$ cat config.mk
export PLATFORM = sky130hd
export DESIGN_NAME = hand_card_stack
export DESIGN_NICKNAME = d
export VERILOG_FILES = /design/src/rtl/hand_card_stack.sv
export SDC_FILE = /design/constraint.sdc
export NUM_CORES = 1
export LEC_CHECK = 0
export CAP_MARGIN = 20
export CORE_ASPECT_RATIO = 1.4
export CORE_MARGIN = 4
export CORE_UTILIZATION = 24
export DETAILED_ROUTE_END_ITERATION = 10
export MAX_ROUTING_LAYER = met4
export SYNTH_ARGS = -nofsm -noshare
export SYNTH_HDL_FRONTEND = slang
export SYNTH_SLANG_ARGS = --single-unit
$ cat constraint.sdc
create_clock -name clk_i -period 4 [get_ports clk_i]
set_clock_uncertainty 0.1 [all_clocks]
set_input_delay 0.8 -clock clk_i [delete_from_list [all_inputs] [get_ports clk_i]]
set_output_delay 0.8 -clock clk_i [all_outputs]
set_load 0.02 [all_outputs]
$ cat src/rtl/hand_card_stack.sv
// hand_card_stack: LIFO card stack, newest card in slot 0. Every slot is exposed in
// parallel. Also tracks occupancy, a running total of card values, full/empty
// flags and a sticky error flag for rejected pushes or pops.
module hand_card_stack #(
  parameter int unsigned DATA_W = 8,
  parameter int unsigned DEPTH  = 11,
  parameter int unsigned CNT_W  = 4,
  parameter int unsigned SUM_W  = 12
) (
  input  logic                    clk_i,
  input  logic                    rst_i,
  input  logic                    push_i,
  input  logic                    pop_i,
  input  logic                    clear_i,
  input  logic [DATA_W-1:0]       data_i,
  output logic [DEPTH*DATA_W-1:0] slots_o,
  output logic [CNT_W-1:0]        count_o,
  output logic [SUM_W-1:0]        sum_o,
  output logic                    full_o,
  output logic                    empty_o,
  output logic                    err_o
);

  logic [DATA_W-1:0] slot_q [DEPTH];
  logic [DATA_W-1:0] slot_d [DEPTH];
  logic [CNT_W-1:0]  cnt_q, cnt_d;
  logic [SUM_W-1:0]  sum_q, sum_d;
  logic              err_q, err_d;
  logic              full, empty;
  logic [SUM_W-1:0]  data_ext, top_ext;

  assign full     = (cnt_q == CNT_W'(DEPTH));
  assign empty    = (cnt_q == '0);
  assign data_ext = SUM_W'(data_i);
  assign top_ext  = SUM_W'(slot_q[0]);

  // Next-state decode: clear beats push/pop; push+pop on a non-empty hand replaces
  // the newest card, on an empty hand it degrades to a plain push.
  always_comb begin
    for (int unsigned k = 0; k < DEPTH; k++) slot_d[k] = slot_q[k];
    cnt_d = cnt_q;
    sum_d = sum_q;
    err_d = err_q;
    if (clear_i) begin
      for (int unsigned k = 0; k < DEPTH; k++) slot_d[k] = '0;
      cnt_d = '0;
      sum_d = '0;
      err_d = 1'b0;
    end else if (push_i && (!pop_i || empty)) begin
      if (full) begin
        // Card is dropped rather than shifted out of the last slot.
        err_d = 1'b1;
      end else begin
        for (int unsigned k = 1; k < DEPTH; k++) slot_d[k] = slot_q[k-1];
        slot_d[0] = data_i;
        cnt_d     = cnt_q + CNT_W'(1);
        sum_d     = sum_q + data_ext;
      end
    end else if (push_i && pop_i) begin
      slot_d[0] = data_i;
      sum_d     = sum_q - top_ext + data_ext;
    end else if (pop_i) begin
      if (empty) begin
        err_d = 1'b1;
      end else begin
        for (int unsigned k = 0; k < DEPTH - 1; k++) slot_d[k] = slot_q[k+1];
        slot_d[DEPTH-1] = '0;
        cnt_d           = cnt_q - CNT_W'(1);
        sum_d           = sum_q - top_ext;
      end
    end
  end

  // State registers with synchronous active-low reset.
  always_ff @(posedge clk_i) begin
    if (!rst_i) begin
      for (int unsigned k = 0; k < DEPTH; k++) slot_q[k] <= '0;
      cnt_q <= '0;
      sum_q <= '0;
      err_q <= 1'b0;
    end else begin
      for (int unsigned k = 0; k < DEPTH; k++) slot_q[k] <= slot_d[k];
      cnt_q <= cnt_d;
      sum_q <= sum_d;
      err_q <= err_d;
    end
  end

  for (genvar g = 0; g < DEPTH; g++) begin : g_slots
    assign slots_o[g*DATA_W +: DATA_W] = slot_q[g];
  end

  assign count_o = cnt_q;
  assign sum_o   = sum_q;
  assign full_o  = full;
  assign empty_o = empty;
  assign err_o   = err_q;

endmodule

Word level (Yosys, flattened, before mapping)
Memory sizes are Yosys's and may differ from the RTL's.
Cells that the tools add are included.

storage, ports and cells
  bits in registers = 17
  bits in writable memories = 88
  bits of input ports = 13
  output and inout bits = 107
  logic and storage cells = 74
  memories = 1

memory list
  memory  words  bits a word  rd ports  clocked after memory_dff  wr ports  RTL line  source
  slot_q  11     8            11        0                         11        24        logic [DATA_W-1:0] slot_q [DEPTH];

cells by class
  add/sub/neg operators = 5
  equality and inequality tests = 6
  mux-type cells = 35
  bitwise operators = 12
  reduce and logical (&&, ||, !) cells = 12

operators by type and width
  cell                                                   count
  2-to-1 mux 88 bit                                      5
  2-to-1 mux 8 bit                                       12
  2-to-1 mux 80 bit                                      1
  2-to-1 mux 12 bit                                      5
  adder 12 x 8 -> 12 bit                                 2
  2-to-1 mux 4 bit                                       5
  subtractor 12 x 8 -> 12 bit                            1
  OR 1 bit                                               11
  AND reduction 4 bit                                    2
  2-to-1 mux 1 bit                                       7
  inequality test 2 bit, second input constant           3
  adder 4 x 1 -> 4 bit, second input constant            1
  == test 4 bit, second input constant                   1
  logical NOT 4 bit                                      1
  nonzero test 2 bit                                     2
  subtractor 4 x 1 -> 4 bit, second input constant       1
  inequality test 3 x 1 -> 1 bit, second input constant  1
  AND reduction 3 bit                                    1
  nonzero test 3 bit                                     1
  logical AND 1 bit                                      2
  inequality test 2 x 1 -> 1 bit, second input constant  1
  OR reduction 2 bit                                     1
  logical NOT 1 bit                                      1
  logical OR 1 bit                                       1
  inverter 1 bit                                         1

Depth between registers and ports, before layout
Gate-level depths: netlist of run 1.

  depth after elaboration = 7
  gate-level depth with buffers = 15

Worst setup path before layout of run 1
Ideal clock, no wire load.

  path type = register to register
  from = memory slot_q[0][1]
  to = register sum_q[11], in the netlist sum_o[11]
  setup time = 131 ps
  arrival time = 3,435 ps
  required time = 3,769 ps
  setup slack = 335 ps
  stages on the path, launching flop included = 15
  clock period less this slack = 3,665 ps
  cells stage by stage = dfxtp_1 > inv_1 > ha_1 > nor2b_1 > o31ai_1 > a21boi_0 > or3_1 > and2_1 > ha_1 > o21a_1 > a2111oi_0 > or4_1 > nor4_4 > xor2_1 > o22ai_1

RTL lines
  item                  RTL line  source
  start, declared       24
  end signal, assigned  84        sum_q <= sum_d;
  end, declared         27        logic [SUM_W-1:0] sum_q, sum_d;

==> flow_metrics.env, run 1 <==
export IMPL_status="finished clean"
export IMPL_slew_headroom_pct=36.77
export IMPL_dieArea_sq_mm=0.02738
export IMPL_ir_drop_mv=0.1791
export IMPL_path_clk_slew_ps=70
export IMPL_maxCapViolCount=0
export IMPL_synthXorXnorAreaFrac_pct=3.095
export IMPL_r2r_cells=14
export IMPL_fin_nets=899
export IMPL_drive_above_1_share_pct=5.122
export IMPL_rsz0062_at_grt="no"
export IMPL_synth_adder_area_share_pct=7.242
export IMPL_max_freq_mhz=269.5
export IMPL_routedWlPerCell_um=16.79
export IMPL_post_dp_hpwl_um=14440
export IMPL_synth_nets=813
export IMPL_post_cts_resized=0
export IMPL_yosysWarnings=0
export IMPL_cp_num_cells=14
export IMPL_core_rowCount=67
export IMPL_placeableCoreArea_sq_mm=0.02414
export IMPL_finalCritPeriodShare_pct=92.78
export IMPL_holdBufCountCts=0
export IMPL_setup_viol=0
export IMPL_synth_cell_type_count=57
export IMPL_grt_max_degree=83
export IMPL_avgSynthCellArea_sq_um=7.739
export IMPL_grt_overflow_total=0
export IMPL_cts_made_buffers=9
export IMPL_start_util_pct=24.62
export IMPL_whs_path_depth=2
export IMPL_worstPathRequired_ps=4120
export IMPL_synth_cells=768
export IMPL_drt_iter0_drc=331
export IMPL_cts_tree="yes"
export IMPL_critPathMaxFanout=4
export IMPL_drv_slew=0
export IMPL_cp_top_family="simple AND/OR/NAND/NOR gates"
export IMPL_critPathArrivalTime_ps=3830
export IMPL_worst_pin_slew_ps=948.5
export IMPL_grtUsageTotal_pct=14.79
export IMPL_hold_class="reg -> reg"
export IMPL_leakagePower_nw=2.671
export IMPL_total_power_w=0.003153
export IMPL_fin_cells=1169
export IMPL_powerDensity_mw_per_mm2=409.8
export IMPL_htreeDepth=3
export IMPL_layout_commonest_cell="nand2_1"
export IMPL_drt_wl_total_um=19630
export IMPL_cts_sinks=105
export IMPL_root_buffer="clkbuf_16"
export IMPL_async_flop_share_pct=0
export IMPL_die_h_um=194.2
export IMPL_synth_edf_count=0
export IMPL_min_period_ps=3711
export IMPL_slowest_delay_ps=570
export IMPL_dp_cells=1153
export IMPL_start_kind="flip-flop"
export IMPL_synth_mux_area_share_pct=1.516
export IMPL_cts_setup_buffers=0
export IMPL_drc=0
export IMPL_clk_path_buf_depth=2
export IMPL_dpl_instance_area_sq_mm=0.007415
export IMPL_worstSetupEndpointType="flip-flop"
export IMPL_die_w_um=141.0
export IMPL_hold_violations=0
export IMPL_cp_common_cell="ha_1"
export IMPL_antenna_found_initial=0
export IMPL_postLayoutCellArea_sq_mm=0.007692
export IMPL_synth_seq_area_share_pct=35.37
export IMPL_ios=120
export IMPL_grt_pass1_wl_um=31850
export IMPL_synthFlopType="dfxtp_1"
export IMPL_clock_latency_ps=360
export IMPL_crit_chain="inv_1 -> ha_1 -> nor2b_1 -> o31ai_1 -> a21boi_0 -> or3_1 -> and2_1 -> ha_1 -> o21a_1 -> a2111oi_0 -> or4_1 -> nor4_4 -> xor2_1 -> o22ai_1"
export IMPL_ys_seq_elements=105
export IMPL_gp_routability_congestion=0.8162
export IMPL_crit_slowest_cell="or4_1"
export IMPL_vias_per_cell=4.987
export IMPL_grt_pass1_vias=5680
export IMPL_netlist_area_sq_mm=0.005943
export IMPL_route_vias_total=5830
export IMPL_timing_setup_tns_ps=0
export IMPL_final_cell_mix="nand2_1, clkdlybuf4s50_1, nor2_1, dfxtp_1, a311oi_1"
export IMPL_dr_pass1_iters=5
export IMPL_synth_top_family_by_area="compound AO/OA/AOI/OAI gates"
export IMPL_crit_buf_inv=1
export IMPL_crit_type="reg -> reg"
export IMPL_synth_compound_area_share_pct=24.32
export IMPL_area_growth_pct=29.43
export IMPL_yosys_area_share_simple_pct=22.82
export IMPL_drtAntennaViolNets=0
export IMPL_io_buffers=119
export IMPL_n_antenna_cell=0
[metrics by stage]
step / setup slack [ps] / hold slack [ps] / util (%)
final: 288.9 / 353.1 / 31.86
after global routing: 30.63 / 393.8 / 31.86
after CTS: 311.8 / 358.1 / 31.86
after detailed placement: 310.6 / 346.8 / 30.71
after global placement: 353.2 / 344.9 / 30.71
after floorplan: 334.6 / 422.2 / -
[worst min-delay path, stage by stage (launching register included)]
cell	delay, ps
dfxtp_1	310
inv_1	50
a21oi_1	50
[layer usage]
layer  vias up  part of all wire [%]  global-route usage, %
met3        22                   3.7                  2.147
met5         -                     0                      -
met4         0                   2.3                  4.883
li1       2917                     -                      -
met1      2757                    43                  18.33
met2       134                    51                  24.64
[sequential cells by signal, summed over array words and instances (netlist names)]
name and count:
err_o 1, count_o 4, slot_q 88, sum_o 12
[power by group]
part	switching, W	internal (W)	total (W)
registers	0.0000825	0.00110	0.00119
clock network	0.000434	0.000429	0.000863
logic	0.000652	0.000450	0.00110
total	0.00117	0.00198	0.00315
[cell type report]
type	count	area, sq um
clock inverter	7	52.55
timing repair buffer	135	1336
inverter	19	71.32
tap	310	387.9
fill	2658	16450
sequential	105	2102
multi-input combinational	584	3517
clock buffer	9	225.2
[cell families after synthesis]
logic type | count (synthesis)
simple gates | 327
fa+ha+maj | 32
flops | 105
compound gates | 195
xor+xnor | 21
mux | 9
buf+inv | 79
[final timing paths]
path	from	endpoint	slack, ps
worst max-delay path	slot_q[0][1]	sum_o[11]	290
worst min-delay path	err_o	err_o	350
worst max register to register	slot_q[0][1]	sum_o[11]	290
worst min register to register	err_o	err_o	350
[synthesized netlist by cell type, drive strengths merged (2+ instances only)]
cell	count	area [sq um]
a211oi	15	117.6
a21boi	3	22.52
a21o	10	75.07
a21oi	26	130.1
a22oi	9	67.56
a311oi	73	639.4
a31oi	3	18.77
and2	3	18.77
and3	2	12.51
buf	18	105.1
clkbuf	42	158.9
dfxtp	105	2102
fa	4	80.08
ha	28	350.3
inv	19	71.31
mux2i	9	90.09
nand2	164	615.6
nand2b	5	31.28
nand3	12	60.06
nand4	3	18.77
nor2	113	424.2
nor2b	4	25.02
nor3	6	30.03
nor4	3	33.78
o211ai	5	42.54
o21a	7	52.55
o21ai	26	130.1
o22ai	5	31.28
o311ai	2	17.52
o31ai	2	15.01
or2	2	12.52
or3	6	42.54
or4	4	31.28
xnor2	12	105.1
xor2	9	78.83
Note: power is estimated with default switching activity, not from simulation.
==> run 2, diff against run 1 <==
--- a/config.mk
+++ b/config.mk
@@ -10,7 +10,6 @@
 export CORE_MARGIN = 4
 export CORE_UTILIZATION = 24
 export DETAILED_ROUTE_END_ITERATION = 10
-export MAX_ROUTING_LAYER = met4
 export SYNTH_ARGS = -nofsm -noshare
 export SYNTH_HDL_FRONTEND = slang
 export SYNTH_SLANG_ARGS = --single-unit
==> run 2 against run 1 <==
Compared with the run above:
- sequential power about the same
- worst hold slack got worse by 2.6 ps
- die area unchanged
- power increased by 0.52%
- sequential cell count unchanged
- first-iteration DRC count decreased by 6.9%
- largest power group unchanged
==> flow_metrics.env, run 2 (synthesis gave the netlist of run 1 again) <==
export IMPL_rsz0062_at_grt="no"
export IMPL_critPathLaunch="slot_q[0][1]"
export IMPL_hold_violations=0
export IMPL_cp_common_cell="ha_1"
export IMPL_crit_type="reg -> reg"
export IMPL_ios=120
export IMPL_drc=0
export IMPL_post_dp_hpwl_um=14280
export IMPL_hp_start="err_o"
export IMPL_drv_slew=0
export IMPL_vias_per_cell=4.970
export IMPL_critPathMaxFanout=4
export IMPL_timing_setup_tns_ps=0
export IMPL_grt_max_degree=83
export IMPL_power_switching_w=0.001179
export IMPL_core_rowCount=67
export IMPL_fin_cells=1167
export IMPL_drt_wl_total_um=19770
export IMPL_largest_register="slot_q"
export IMPL_clock_latency_ps=350
export IMPL_drt_iter0_drc=308
export IMPL_crit_chain="inv_1 -> ha_1 -> nor2b_1 -> o31ai_2 -> a21boi_0 -> or3_1 -> and2_1 -> ha_1 -> o21a_1 -> a2111oi_0 -> or4_1 -> nor4_4 -> xor2_1 -> o22ai_1"
export IMPL_io_buffers=119
export IMPL_status="finished clean"
export IMPL_worstSetupEndpointType="flip-flop"
export IMPL_grt_overflow_total=0
export IMPL_critPathArrivalTime_ps=3760
export IMPL_n_antenna_cell=0
export IMPL_final_cell_mix="nand2_1, clkdlybuf4s50_1, nor2_1, dfxtp_1, a311oi_1"
export IMPL_ir_drop_mv=0.1851
export IMPL_path_clk_slew_ps=80
export IMPL_placeableCoreArea_sq_mm=0.02414
export IMPL_start_kind="flip-flop"
export IMPL_route_vias_total=5800
export IMPL_grtUsageTotal_pct=14.36
export IMPL_fin_nets=897
export IMPL_area_growth_pct=29.45
export IMPL_clk_path_buf_depth=2
export IMPL_htreeDepth=3
export IMPL_slowest_delay_ps=590
export IMPL_worstPathRequired_ps=4090
export IMPL_combinationalPowerShare_pct=34.8
export IMPL_largest_reg_flops=88
export IMPL_powerDensity_mw_per_mm2=411.9
export IMPL_p_int_w=0.001990
export IMPL_gp_routability_congestion=0.8730
export IMPL_cts_sinks=105
export IMPL_finalCritPeriodShare_pct=91.57
export IMPL_start_util_pct=24.62
export IMPL_drive_above_1_share_pct=5.018
export IMPL_setup_viol=0
export IMPL_min_period_ps=3663
export IMPL_die_h_um=194.2
export IMPL_dieArea_sq_mm=0.02738
export IMPL_crit_slowest_cell="or4_1"
export IMPL_grt_pass1_wl_um=32130
export IMPL_die_w_um=141.0
export IMPL_pwr_share_seq_pct=37.4
export IMPL_power_frac_clock_pct=27.8
export IMPL_cts_setup_buffers=0
export IMPL_leakagePower_nw=2.663
export IMPL_dr_pass1_iters=4
export IMPL_slew_headroom_pct=33.81
export IMPL_maxCapViolCount=0
export IMPL_routedWlPerCell_um=16.94
export IMPL_dp_cells=1151
export IMPL_drtAntennaViolNets=0
export IMPL_cts_made_buffers=9
export IMPL_max_freq_mhz=273.0
export IMPL_layout_commonest_cell="nand2_1"
export IMPL_hold_class="reg -> reg"
export IMPL_power_switching_share_pct=37.21
export IMPL_r2r_start="slot_q[0][1]"
export IMPL_antenna_found_initial=0
export IMPL_root_buffer="clkbuf_16"
export IMPL_grt_pass1_vias=5703
export IMPL_worst_pin_slew_ps=992.8
export IMPL_cts_tree="yes"
==> run 2: worst max-delay path: cells and delay by family, from the launching register on <==
family                   cells  cell delay, ps
AO/OA/AOI/OAI                5             740
XOR/XNOR                     1             180
adder cells (fa/ha/maj)      2             570
buffers and inverters        1              90
flip-flops                   1             380
AND/OR/NAND/NOR              5            1440
==> run 2: final cells by class <==
class / count / area [sq um]
Tap cell: 310 / 387.9
Clock inverter: 7 / 63.81
Fill cell: 2598 / 16450
Timing Repair Buffer: 133 / 1321
Inverter: 19 / 71.32
Clock buffer: 9 / 225.2
Multi-Input combinational cell: 584 / 3522
Sequential cell: 105 / 2102
==> run 2: final timing paths <==
kind	endpoint	slack [ps]	cells after the start
max	sum_o[11]	340	14
min	err_o	350	2
max reg2reg	sum_o[11]	340	14
min reg2reg	err_o	350	2
==> run 2: routing by layer <==
layer	share of wire, %	vias up	GRT usage, %
met1	43	2752	18.15
met5	0	-	0
met4	1.9	0	4.022
li1	-	2916	-
met3	3.5	21	2.517
met2	51	111	24.96
==> run 2: power groups by stage <==
stage / combinational (W) / clock, W / sequential (W)
2_1_floorplan: 0.000713 / 0 / 0.00125
3_3_place_gp: 0.00109 / 0 / 0.00121
3_5_place_dp: 0.00110 / 0 / 0.00121
4_1_cts: 0.00111 / 0.000917 / 0.00119
5_1_grt: 0.00123 / 0.000953 / 0.00120
6_report: 0.00110 / 0.000881 / 0.00119
==> run 2: what timing repair did <==
item | 4_1_cts | 5_1_grt
setup endpoints to repair | 0 | 2
hold buffers | 0 | 0
resized for setup | 0 | 1
==> run 2: metrics by stage <==
step	hold WS, ps	instance area, sq um	util, %	setup slack [ps]	total power (W)
global route	383.9	7694	31.87	71.17	0.003382
finish	350.5	7694	31.87	337.0	0.003169
global placement	337.4	7400	30.65	348.3	0.002297
CTS	352.7	7689	31.85	250.0	0.003211
detailed placement	340.9	7400	30.65	268.3	0.002313
floorplan	422.2	5943	-	334.6	0.001967
==> run 3, diff against run 2 <==
--- a/config.mk
+++ b/config.mk
@@ -13,3 +13,4 @@
 export SYNTH_ARGS = -nofsm -noshare
 export SYNTH_HDL_FRONTEND = slang
 export SYNTH_SLANG_ARGS = --single-unit
+export TNS_END_PERCENT = 10
==> results of run 3 <==
Same layout as run 2: the final DEF is identical, and so are final timing and power.
